<file path="src/rtl/ctrl_pkg.sv">
// Shared types and default constants for the run controller.
// Exports run_state_t (HALTED/RUN/STEP/DONE) and default timing parameters.
package ctrl_pkg;

    typedef enum logic [1:0] {
        HALTED = 2'd0,
        RUN    = 2'd1,
        STEP   = 2'd2,
        DONE   = 2'd3
    } run_state_t;

    // 1 ms of stable input at 100 MHz
    localparam int DEF_DEBOUNCE_CYCLES = 100_000;
    // clk cycles between cpu_en pulses while running
    localparam int DEF_RUN_DIV = 3_125_000;

endpackage

</file>
<file path="src/rtl/run_controller_debouncer.sv">
// Button conditioner: 2-flop synchronizer, debounce counter, press pulse.
// Ports: clk, rst (sync, active-low), btn_in (raw), level, press (1 cycle).
import ctrl_pkg::*;

module debouncer #(
    parameter int CYCLES = DEF_DEBOUNCE_CYCLES
) (
    input  logic clk,
    input  logic rst,
    input  logic btn_in,
    output logic level,
    output logic press
);

    localparam int CW = (CYCLES > 1) ? $clog2(CYCLES) : 1;
    localparam logic [CW-1:0] LAST = CW'(CYCLES - 1);

    logic          sync1_q, sync1_d;
    logic          sync2_q, sync2_d;
    logic          level_q, level_d;
    logic          press_q, press_d;
    logic [CW-1:0] cnt_q, cnt_d;

    always_comb begin
        sync1_d = btn_in;
        sync2_d = sync1_q;
        level_d = level_q;
        cnt_d   = '0;
        // Counter only runs while the sample disagrees with the
        // accepted level; any agreement restarts the window.
        if (sync2_q != level_q) begin
            if (cnt_q == LAST) begin
                level_d = sync2_q;
            end else begin
                cnt_d = cnt_q + 1'b1;
            end
        end
        press_d = level_d & ~level_q;
    end

    always_ff @(posedge clk) begin
        if (!rst) begin
            sync1_q <= 1'b0;
            sync2_q <= 1'b0;
            level_q <= 1'b0;
            press_q <= 1'b0;
            cnt_q   <= '0;
        end else begin
            sync1_q <= sync1_d;
            sync2_q <= sync2_d;
            level_q <= level_d;
            press_q <= press_d;
            cnt_q   <= cnt_d;
        end
    end

    assign level = level_q;
    assign press = press_q;

endmodule

</file>
<file path="src/rtl/run_controller.sv">
// CPU execution controller: run/step buttons gate a 1-cycle cpu_en pulse.
// Ports: clk, rst (sync, active-low), btn_step, btn_run, cpu_halt, pc,
//        bp_addr -> cpu_en, state, cycle_count.
// Optional PC breakpoint in RUN: define RUN_CONTROLLER_BREAKPOINT_EN.
import ctrl_pkg::*;

module run_controller #(
    parameter int DEBOUNCE_CYCLES = DEF_DEBOUNCE_CYCLES,
    parameter int RUN_DIV         = DEF_RUN_DIV,
    parameter int CNT_WIDTH       = 32
) (
    input  logic                 clk,
    input  logic                 rst,
    input  logic                 btn_step,
    input  logic                 btn_run,
    input  logic                 cpu_halt,
    input  logic [31:0]          pc,
    input  logic [31:0]          bp_addr,
    output logic                 cpu_en,
    output logic [1:0]           state,
    output logic [CNT_WIDTH-1:0] cycle_count
);

    localparam int DW = $clog2(RUN_DIV);
    localparam logic [DW-1:0] DIV_LAST = DW'(RUN_DIV - 1);

    logic step_p, run_p;
    logic step_lvl, run_lvl;

    run_state_t           state_q, state_d;
    logic [DW-1:0]        div_q, div_d;
    logic                 cpu_en_q, cpu_en_d;
    logic [CNT_WIDTH-1:0] count_q, count_d;
    logic                 bp_hit;

    debouncer #(.CYCLES(DEBOUNCE_CYCLES)) u_db_step (
        .clk    (clk),
        .rst    (rst),
        .btn_in (btn_step),
        .level  (step_lvl),
        .press  (step_p)
    );

    debouncer #(.CYCLES(DEBOUNCE_CYCLES)) u_db_run (
        .clk    (clk),
        .rst    (rst),
        .btn_in (btn_run),
        .level  (run_lvl),
        .press  (run_p)
    );

`ifdef RUN_CONTROLLER_BREAKPOINT_EN
    logic armed_q, armed_d;

    // Arming waits for the first pulse so resuming at the
    // breakpoint PC does not stop again straight away.
    always_comb begin
        armed_d = armed_q;
        if (state_d == RUN && state_q != RUN) begin
            armed_d = 1'b0;
        end else if (state_q == RUN && cpu_en_q) begin
            armed_d = 1'b1;
        end
    end

    assign bp_hit = (state_q == RUN) && armed_q &&
                    !cpu_en_q && (pc == bp_addr);

    always_ff @(posedge clk) begin
        if (!rst) begin
            armed_q <= 1'b0;
        end else begin
            armed_q <= armed_d;
        end
    end
`else
    logic unused_bp;
    assign unused_bp = ^{pc, bp_addr};
    assign bp_hit    = 1'b0;
`endif

    logic unused_lvl;
    assign unused_lvl = step_lvl ^ run_lvl;

    always_comb begin
        state_d = state_q;
        unique case (state_q)
            HALTED: begin
                if (run_p) begin
                    state_d = RUN;
                end else if (step_p) begin
                    state_d = STEP;
                end
            end
            RUN: begin
                if (run_p || bp_hit) begin
                    state_d = HALTED;
                end
            end
            STEP:    state_d = HALTED;
            DONE:    state_d = DONE;
            default: state_d = HALTED;
        endcase
        if (cpu_halt) begin
            state_d = DONE;
        end

        // Divider restarts on every fresh entry into RUN.
        div_d = '0;
        if (state_d == RUN && state_q == RUN) begin
            div_d = (div_q == DIV_LAST) ? '0 : div_q + 1'b1;
        end

        cpu_en_d = (state_d == STEP) ||
                   (state_d == RUN && div_d == DIV_LAST);

        count_d = count_q;
        if (cpu_en_q && !(&count_q)) begin
            count_d = count_q + 1'b1;
        end
    end

    always_ff @(posedge clk) begin
        if (!rst) begin
            state_q  <= HALTED;
            div_q    <= '0;
            cpu_en_q <= 1'b0;
            count_q  <= '0;
        end else begin
            state_q  <= state_d;
            div_q    <= div_d;
            cpu_en_q <= cpu_en_d;
            count_q  <= count_d;
        end
    end

    assign cpu_en      = cpu_en_q;
    assign state       = state_q;
    assign cycle_count = count_q;

endmodule

</file>
<file path="config.mk">
export PLATFORM = sky130hd
export DESIGN_NAME = run_controller
export DESIGN_NICKNAME = d
export VERILOG_FILES = /design/src/rtl/ctrl_pkg.sv /design/src/rtl/run_controller_debouncer.sv /design/src/rtl/run_controller.sv
export SDC_FILE = /design/constraint.sdc
export NUM_CORES = 1
export LEC_CHECK = 0
export CORE_MARGIN = 3
export CORE_UTILIZATION = 47
export CTS_CLUSTER_SIZE = 30
export DETAILED_ROUTE_END_ITERATION = 8
export PLACE_DENSITY = 0.82
export SLEW_MARGIN = 10
export SYNTH_ARGS = -nofsm -noshare
export SYNTH_HDL_FRONTEND = slang
export SYNTH_SLANG_ARGS = --single-unit
</file>
<file path="constraint.sdc">
create_clock -name clk -period 3 [get_ports clk]
set_input_delay 0.75 -clock clk [delete_from_list [all_inputs] [get_ports clk]]
set_output_delay 0.75 -clock clk [all_outputs]
set_load 0.05 [all_outputs]
</file>
Word-level counts from Yosys, hierarchy flattened
Index checks and enable logic that the tools add are counted.
{ "classes": {"multipliers": 0, "n_eq_ne": 11, "bitwise_logic": 7, "addsub": 4, "n_lt_le_gt_ge": 0, "n_reduce_logical": 9, "div": 0, "shift": 0, "n_mux": 11} }
{ "ops": {"columns": ["cell", "count"], "rows": [
  ["equality test 22 bit, second input constant", 2],
  ["two-way mux 22 bit", 2],
  ["adder 17 x 1 -> 17 bit, second input constant", 2],
  ["equality test 17 bit, second input constant", 2],
  ["adder 32 x 1 -> 32 bit, second input constant", 1],
  ["AND reduction 32 bit", 1],
  ["adder 22 x 1 -> 22 bit, second input constant", 1],
  ["two-way mux 2 bit", 4],
  ["one-hot mux 2 bit (4 select lines)", 1],
  ["equality test 2 bit, second input constant", 3],
  ["OR reduction 3 bit", 2],
  ["NOT 1 bit", 5],
  ["equality test 2 x 1 -> 1 bit, second input constant", 2],
  ["two-way mux 1 bit", 4],
  ["logical AND 1 bit", 3],
  ["bitwise AND 1 bit", 2],
  ["zero test 2 bit", 1],
  ["inequality test 1 bit", 2],
  ["zero test 1 bit", 1],
  ["logical OR 1 bit", 1]
]} }
{ "totals": {"memories": 0, "inputBits": 69, "elab_cells": 56, "register_bits": 99, "latchBits": 0, "output_inout_bits": 35, "ram_bits": 0, "mem_bits_ro": 0} }

Longest topological paths before layout
Gate-level depths: netlist of run 1.
{ "logic_depth": {"ltp_word": 10, "ltp_mapped": 7, "mapped_depth_nobuf": 7} }

Hierarchy
A second synthesis of run 1 with hierarchy kept.
{ "unflattened": {"cells_unflattened": 533, "area_unflattened_um2": 4775.8} }
{ "modules_own_cells": {"columns": ["module", "seq_area_each_um2", "cells_each", "area_per_inst_um2", "instances"], "rows": [
  ["run_controller", 1141.1, 339, 2941.6, 1],
  ["debouncer", 420.4, 97, 917.1, 2]
]} }

Worst setup path before layout of run 1
OpenSTA, ideal clock, no wires.
{ "synth_path": {"path_kind": "register to register", "start": "reg count_q[7], in the netlist cycle_count[7]", "end": "reg count_q[28], in the netlist cycle_count[28]", "required_time_ps": 2930, "period_less_slack_ps": 2773, "t_arrival_ps": 2703, "setup_time_ps": 70, "path_buffers": 1, "path_slack_ps": 227, "stages_incl_launch_ff": 8, "path_cell_list": "dfxtp_1 -> nand4_4 -> or4_4 -> or3_4 -> or3_1 -> buf_2 -> or3_1 -> a21boi_1"} }
{ "synth_between": {"elab_chain_len": 3, "word_cells_on_any_way": 4, "cone_classes": "add/sub: 1; reduce/logical: 3"} }
{ "synth_rtl": {"columns": ["element", "line", "rtl"], "rows": [
  ["from (decl)", "run_controller.sv:33", "logic [CNT_WIDTH-1:0] count_q, count_d;"],
  ["from (signal assigned)", "run_controller.sv:133", "count_q <= count_d;"],
  ["branches (longest 3 deep; another with adder 32 x 1 -> 32 bit)", null, null]
]} }
Several ways; the timed one is not identified.
A chain may end at the register's enable or synchronous reset.

Worst setup path after layout of run 1
{ "layout_path": {"start": "reg count_q[11], in the netlist cycle_count[11]", "end": "reg count_q[28], in the netlist cycle_count[28]"} }
Same word-level chain as after synthesis.

==> results of run 1 <==
-- Yosys cell counts, types with 2 or more instances --
library cell   n
dfxtp_1       99
nor2_1        68
xnor2_1       40
nand3_1       38
xor2_1        36
and2_1        26
nand2_1       24
nand4_1       24
and3_1        14
nor2b_1       13
nor3_1        12
clkbuf_1      10
inv_1         10
o21ai_0       10
a21boi_0       7
nor4_1         7
or3_1          7
and4_1         5
ha_1           4
mux2i_1        4
nor4b_1        4
a21boi_1       3
nor3b_1        3
or3_2          3
a21oi_1        2
nand3b_1       2
nor4bb_1       2
-- routing by layer --
layer	vias to the layer above	part of all wire, %
li1	1797	-
met1	1655	46
met2	65	48
met3	17	3.3
met4	0	2.5
met5	-	0
-- worst max-delay path by stage --
stage                          from               to  slack (ps)  depth (start not counted)
finish              cycle_count[11]  cycle_count[28]         380                          6
global route         cycle_count[6]  cycle_count[28]         300                          6
CTS                 cycle_count[11]  cycle_count[28]         400                          6
detailed placement         cpu_halt           cpu_en         410                          7
global placement           cpu_halt           cpu_en         370                          7
floorplan            cycle_count[7]  cycle_count[28]         230                          7
-- cells in the final DEF (no fill, tap or decap), types with 13 or more instances in the layout --
master	synthesis	final
dfxtp_1	99	99
nor2_1	68	68
xnor2_1	40	40
clkdlybuf4s50_1	0	39
nand3_1	38	38
xor2_1	36	36
and2_1	26	26
nand2_1	24	24
nand4_1	24	24
and3_1	14	14
nor2b_1	13	13
-- flip-flops by register name (all words and copies together), names as in the netlist, 2 cells and up --
register	count
u_db_run.cnt_q	17
u_db_step.cnt_q	17
cycle_count	32
div_q	22
state	2
-- where the power goes --
group | internal (mW) | switching [mW]
clock network | 0.492 | 0.452
registers | 1.32 | 0.00744
logic | 0.0222 | 0.0343
total | 1.83 | 0.494
-- layout make-up --
| type | count | area share, % |
|---|---|---|
| inverters | 10 | 0.7236 |
| flip-flops and latches | 99 | 38.21 |
| well taps | 108 | 2.605 |
| clock buffers | 10 | 2.653 |
| multi-input cells | 375 | 45.85 |
| repair buffers | 44 | 8.249 |
| clock inverters | 6 | 1.712 |
-- logic make-up (layout without fill, tap and decap cells) --
kind of cell	after synthesis	after routing	synth area share [%]
AO/OA/AOI/OAI	28	28	4.170
adder cells (fa/ha/maj)	4	4	1.127
multiplexers	4	4	0.9017
flip-flops	99	99	44.63
buffers and inverters	21	70	1.803
XOR/XNOR	76	76	14.99
AND/OR/NAND/NOR	263	263	32.38
-- per-stage QoR --
stage	instance area (sq um)	util, %	std cells	hold WS, ps	setup WS (ps)
2_1_floorplan	4441	-	495	411.9	226.9
3_3_place_gp	4961	55.53	636	421.1	373.3
6_report	5187	58.07	652	439.0	375.8
5_1_grt	5187	58.07	652	461.0	299.6
3_5_place_dp	4961	55.53	636	426.6	405.3
4_1_cts	5187	58.07	652	445.4	396.8
==> out/metrics.cfg, run 1 <==
[logic_synthesis]
yosys.area.top_type = dfxtp_1
yosys_most_used_dff = dfxtp_1
synth_cell_type_count = 45
netlist.area_leader.share_pct = 44.63
ys_async_sr_fraction_pct = 0
netlist_instances = 495
syn_nets = 568
seq_area_frac_synth_pct = 44.63
netlist_area_sq_um = 4441
ys_ff_latch = 99
synth_warnings = 0
synth_area_leaders = dfxtp_1 (45%), xnor2_1 (7.9%), xor2_1 (7.1%)
syn_avg_cell_area_sq_um = 8.971
synth_edf_count = 0

[grt]
antenna_found_initial = 0
use_met3_pct = 3.823
grt_pass1_wl_mm = 15.44
use_met2_pct = 30.59
grt_pass1_vias = 3468
grt_use_total_pct = 17.97
grt_max_degree = 46
grt_remaining_overflow = 0
grt_most_used_layer = met2
met1_usage_pct = 21.90

[sta]
setup_viol = 0
slew_violations = 0
fin_crit_sh_pct = 87.47
fmax_ghz = 0.3811
fin_skew_ps = 9.664
slew_headroom_pct = 55.12
rsz0062_at_grt = no
hold_viol = 0
worstMarginPinSlew_ps = 667.0
post-route-min-period_ps = 2624
tns_ps = 0

[final_layout]
multi_input_area_sq_um = 2379
fillers = 765
antenna_cells = 0
area_delta_synth_final_pct = 16.82
layout.nets = 612
drive_above_1_share_pct = 5.882
final-seq-area_sq_um = 1982

[critical_path]
rrSetupSlack_ps = 380
timing.rr.start = cycle_count[11]
rr_endpoint = cycle_count[28]
worstPathRequired_ps = 3300
r2r_cells = 6
crit_family = simple AND/OR/NAND/NOR gates
path_class = flop to flop
end_kind = flop
cp-start-kind = flop
crit_arrival_ps = 2920
critPathBufInv = 0
cpMostUsedCell = or3_1
crit_fanout = 7
cp_slowest_cell = or4_4
max_stage_delay_ps = 560
path_cells = nand4_1 -> or4_4 -> or3_4 -> or3_1 -> or3_1 -> a21boi_1

[clocking]
clk_latency_ps = 370
postCtsSetupBuffers = 0
h-tree-depth = 3
cts_hold_buf = 0
clock_sink_count = 99
clk_path_buf_depth = 2
clk_pin_slew_ps = 90
cts_root_buf = clkbuf_8
cts-resized-gates = 0
tritoncts = done
cts_made_buffers = 9

[die]
dieArea_sq_um = 10650
core_area_sq_um = 8934
io_pins = 104
fp.dieH_microns = 103.2
rows = 34
die_x_microns = 103.2
start_util_pct = 49.71

[place]
port_buffers = 39
place_congestion = 0.8504
dpl.hpwl_mm = 6.081

[hold_path]
worstHoldStart = u_db_run.sync1_q
min_path_cells = 1
hold_class = flop to flop
min_to = u_db_run.sync2_q

[detailed_routing]
vias = 3534
wire_per_inst_microns = 13.52
drtAntennaViolNets = 0
drc = 0
routed_via_density = 5.420
first_iter_violations = 165
drt-total-wl_mm = 8.813
drt_pass1_iterations = 4

[run]
drv_cap = 0

[outcome]
status = finished, final reports clean

[power]
p_per_area_nw_per_um2 = 448.8
vdd_drop_max_mv = 0.2904
total_power_mw = 2.328
leakage_nw = 1.708

Power figures use the tool's default switching activity.
==> run 2, diff against run 1 <==
--- a/config.mk
+++ b/config.mk
@@ -7,6 +7,7 @@
 export LEC_CHECK = 0
 export CORE_MARGIN = 3
 export CORE_UTILIZATION = 47
+export CTS_CLUSTER_DIAMETER = 60
 export CTS_CLUSTER_SIZE = 30
 export DETAILED_ROUTE_END_ITERATION = 8
 export PLACE_DENSITY = 0.82
==> constraint.sdc (replaced) <==
create_clock -name clk -period 2.7 [get_ports clk]
set_input_delay 0.675 -clock clk [delete_from_list [all_inputs] [get_ports clk]]
set_output_delay 0.675 -clock clk [all_outputs]
set_load 0.05 [all_outputs]
==> run 2 against run 1 <==
Effect of this change:
- sequential power grew 11%
- non-clock buffer count up 8
- cell area rose by 1.9%
- highest routed layer unchanged
- register-to-register slack got worse by 210 ps
- maximum frequency up 3.7%
- setup slack got worse by 210 ps
- utilization up 1.1 points
- wire length is 0.49% higher
- first-iteration DRC count is 40% lower
- power up 16%
==> out/metrics.cfg, run 2 (same netlist as run 1, synthesis figures left out) <==
[outcome]
status = finished, final reports clean

[clocking]
clk_latency_ps = 360
cts_made_buffers = 9
cts-resized-gates = 0
cts_root_buf = clkbuf_8
clk_pin_slew_ps = 90
clk_path_buf_depth = 2
cts_hold_buf = 0
h-tree-depth = 3
postCtsSetupBuffers = 0
tritoncts = done
clock_sink_count = 99

[critical_path]
end_kind = flop
worstSetupPathDepth = 6
cp_slowest_cell = or4_4
crit_family = simple AND/OR/NAND/NOR gates
rr_endpoint = cycle_count[26]
path_cells = nand4_4 -> or4_4 -> or3_4 -> or3_1 -> or3_1 -> a21boi_1
timing.rr.start = cycle_count[6]
cpMostUsedCell = or3_1
worstPathRequired_ps = 2970
r2r_cells = 6
crit_fanout = 7
max_stage_delay_ps = 560
crit_arrival_ps = 2800
path_class = flop to flop
rrSetupSlack_ps = 170
critPathBufInv = 0
cp-start-kind = flop

[hold_path]
min_path_cells = 1
min_to = u_db_run.sync2_q
worstHoldStart = u_db_run.sync1_q
hold_class = flop to flop

[detailed_routing]
vias = 3579
drtAntennaViolNets = 0
first_iter_violations = 99
wire_per_inst_microns = 13.42
drt_pass1_iterations = 4
drt-total-wl_mm = 8.856
routed_via_density = 5.423
drc = 0

[die]
rows = 34
core_area_sq_um = 8934
start_util_pct = 49.71
die_x_microns = 103.2
io_pins = 104
fp.dieH_microns = 103.2
dieArea_sq_um = 10650

[final_layout]
final_cell_mix = dfxtp_1 (92), nor2_1 (68), xnor2_1 (40)
area_delta_synth_final_pct = 19.05
layout.nets = 620
fin_util_pct = 59.17
fillers = 757
final_common_cell = dfxtp_1
largest_reg_flops = 32
post_layout_nonfiller_instances = 660
drive_above_1_share_pct = 8.514
antenna_cells = 0

[place]
pre_cts_slack_ps = 108.4
place_congestion = 0.8793
port_buffers = 39
dpl.hpwl_mm = 6.293
dp.cells = 644

[grt]
grt_remaining_overflow = 0
grt_pass1_vias = 3477
met1_usage_pct = 21.42
use_met3_pct = 3.957
antenna_found_initial = 0
use_met2_pct = 30.69
grt_use_total_pct = 17.42
grt_pass1_wl_mm = 15.13
grt_most_used_layer = met2
grt_max_degree = 46

[sta]
fin_crit_sh_pct = 93.69
timing.final.ws_setup_ps = 170.3
tns_ps = 0
fmax_ghz = 0.3953
worstMarginPinSlew_ps = 569.5
rsz0062_at_grt = no
post-route-min-period_ps = 2530
fin_hold_ws_ps = 449.5
slew_violations = 0
setup_viol = 0
hold_viol = 0
slew_headroom_pct = 61.53
fin_skew_ps = 19.45

[power]
vdd_drop_max_mv = 0.3033
leakage_nw = 1.770
p_per_area_nw_per_um2 = 511.7

[run]
drv_cap = 0

run 2: cell types whose count changed in the layout (fill, tap and decap cells not counted), sizes merged:
cell / previous run / this run
inv: 10 / 12
clkinv: 2 / 1
clkinvlp: 2 / 0
bufinv: 2 / 3
buf: 5 / 13
run 2: where the power goes:
group	total (mW)	internal, mW	switching (mW)
registers	1.47	1.47	0.00811
clock network	1.17	0.652	0.513
logic	0.0651	0.0263	0.0388
total	2.71	2.15	0.560
run 2: metal layers:
layer,share of wire [%],wire (microns)
met3,3.6,317
met5,0,0
met1,46,4054
met4,1.2,104
met2,49,4380
run 2: metrics by stage:
step / power (mW) / cell area [sq um]
after global routing: 2.809 / 5286
after global placement: 1.572 / 5030
after floorplan: 1.548 / 4449
after detailed placement: 1.574 / 5030
final: 2.705 / 5286
after CTS: 2.738 / 5286
run 2: how the worst max path moves through the flow:
stage,start,to,slack [ps]
2_1_floorplan,cycle_count[13],cycle_count[28],5
3_3_place_gp,cpu_halt,cpu_en,80
3_5_place_dp,cpu_halt,cpu_en,110
4_1_cts,cycle_count[6],cycle_count[26],150
5_1_grt,cycle_count[6],cycle_count[26],50
6_report,cycle_count[6],cycle_count[26],170
run 2: cell type report:
| class | count | area [sq um] | share of cell area [%] |
|---|---|---|---|
| inverters | 10 | 37.54 | 0.7101 |
| flip-flops and latches | 99 | 1991 | 37.66 |
| clock inverters | 6 | 118.9 | 2.249 |
| well taps | 108 | 135.1 | 2.556 |
| clock buffers | 10 | 137.6 | 2.604 |
| repair buffers | 52 | 488.0 | 9.231 |
| multi-input cells | 375 | 2379 | 44.99 |
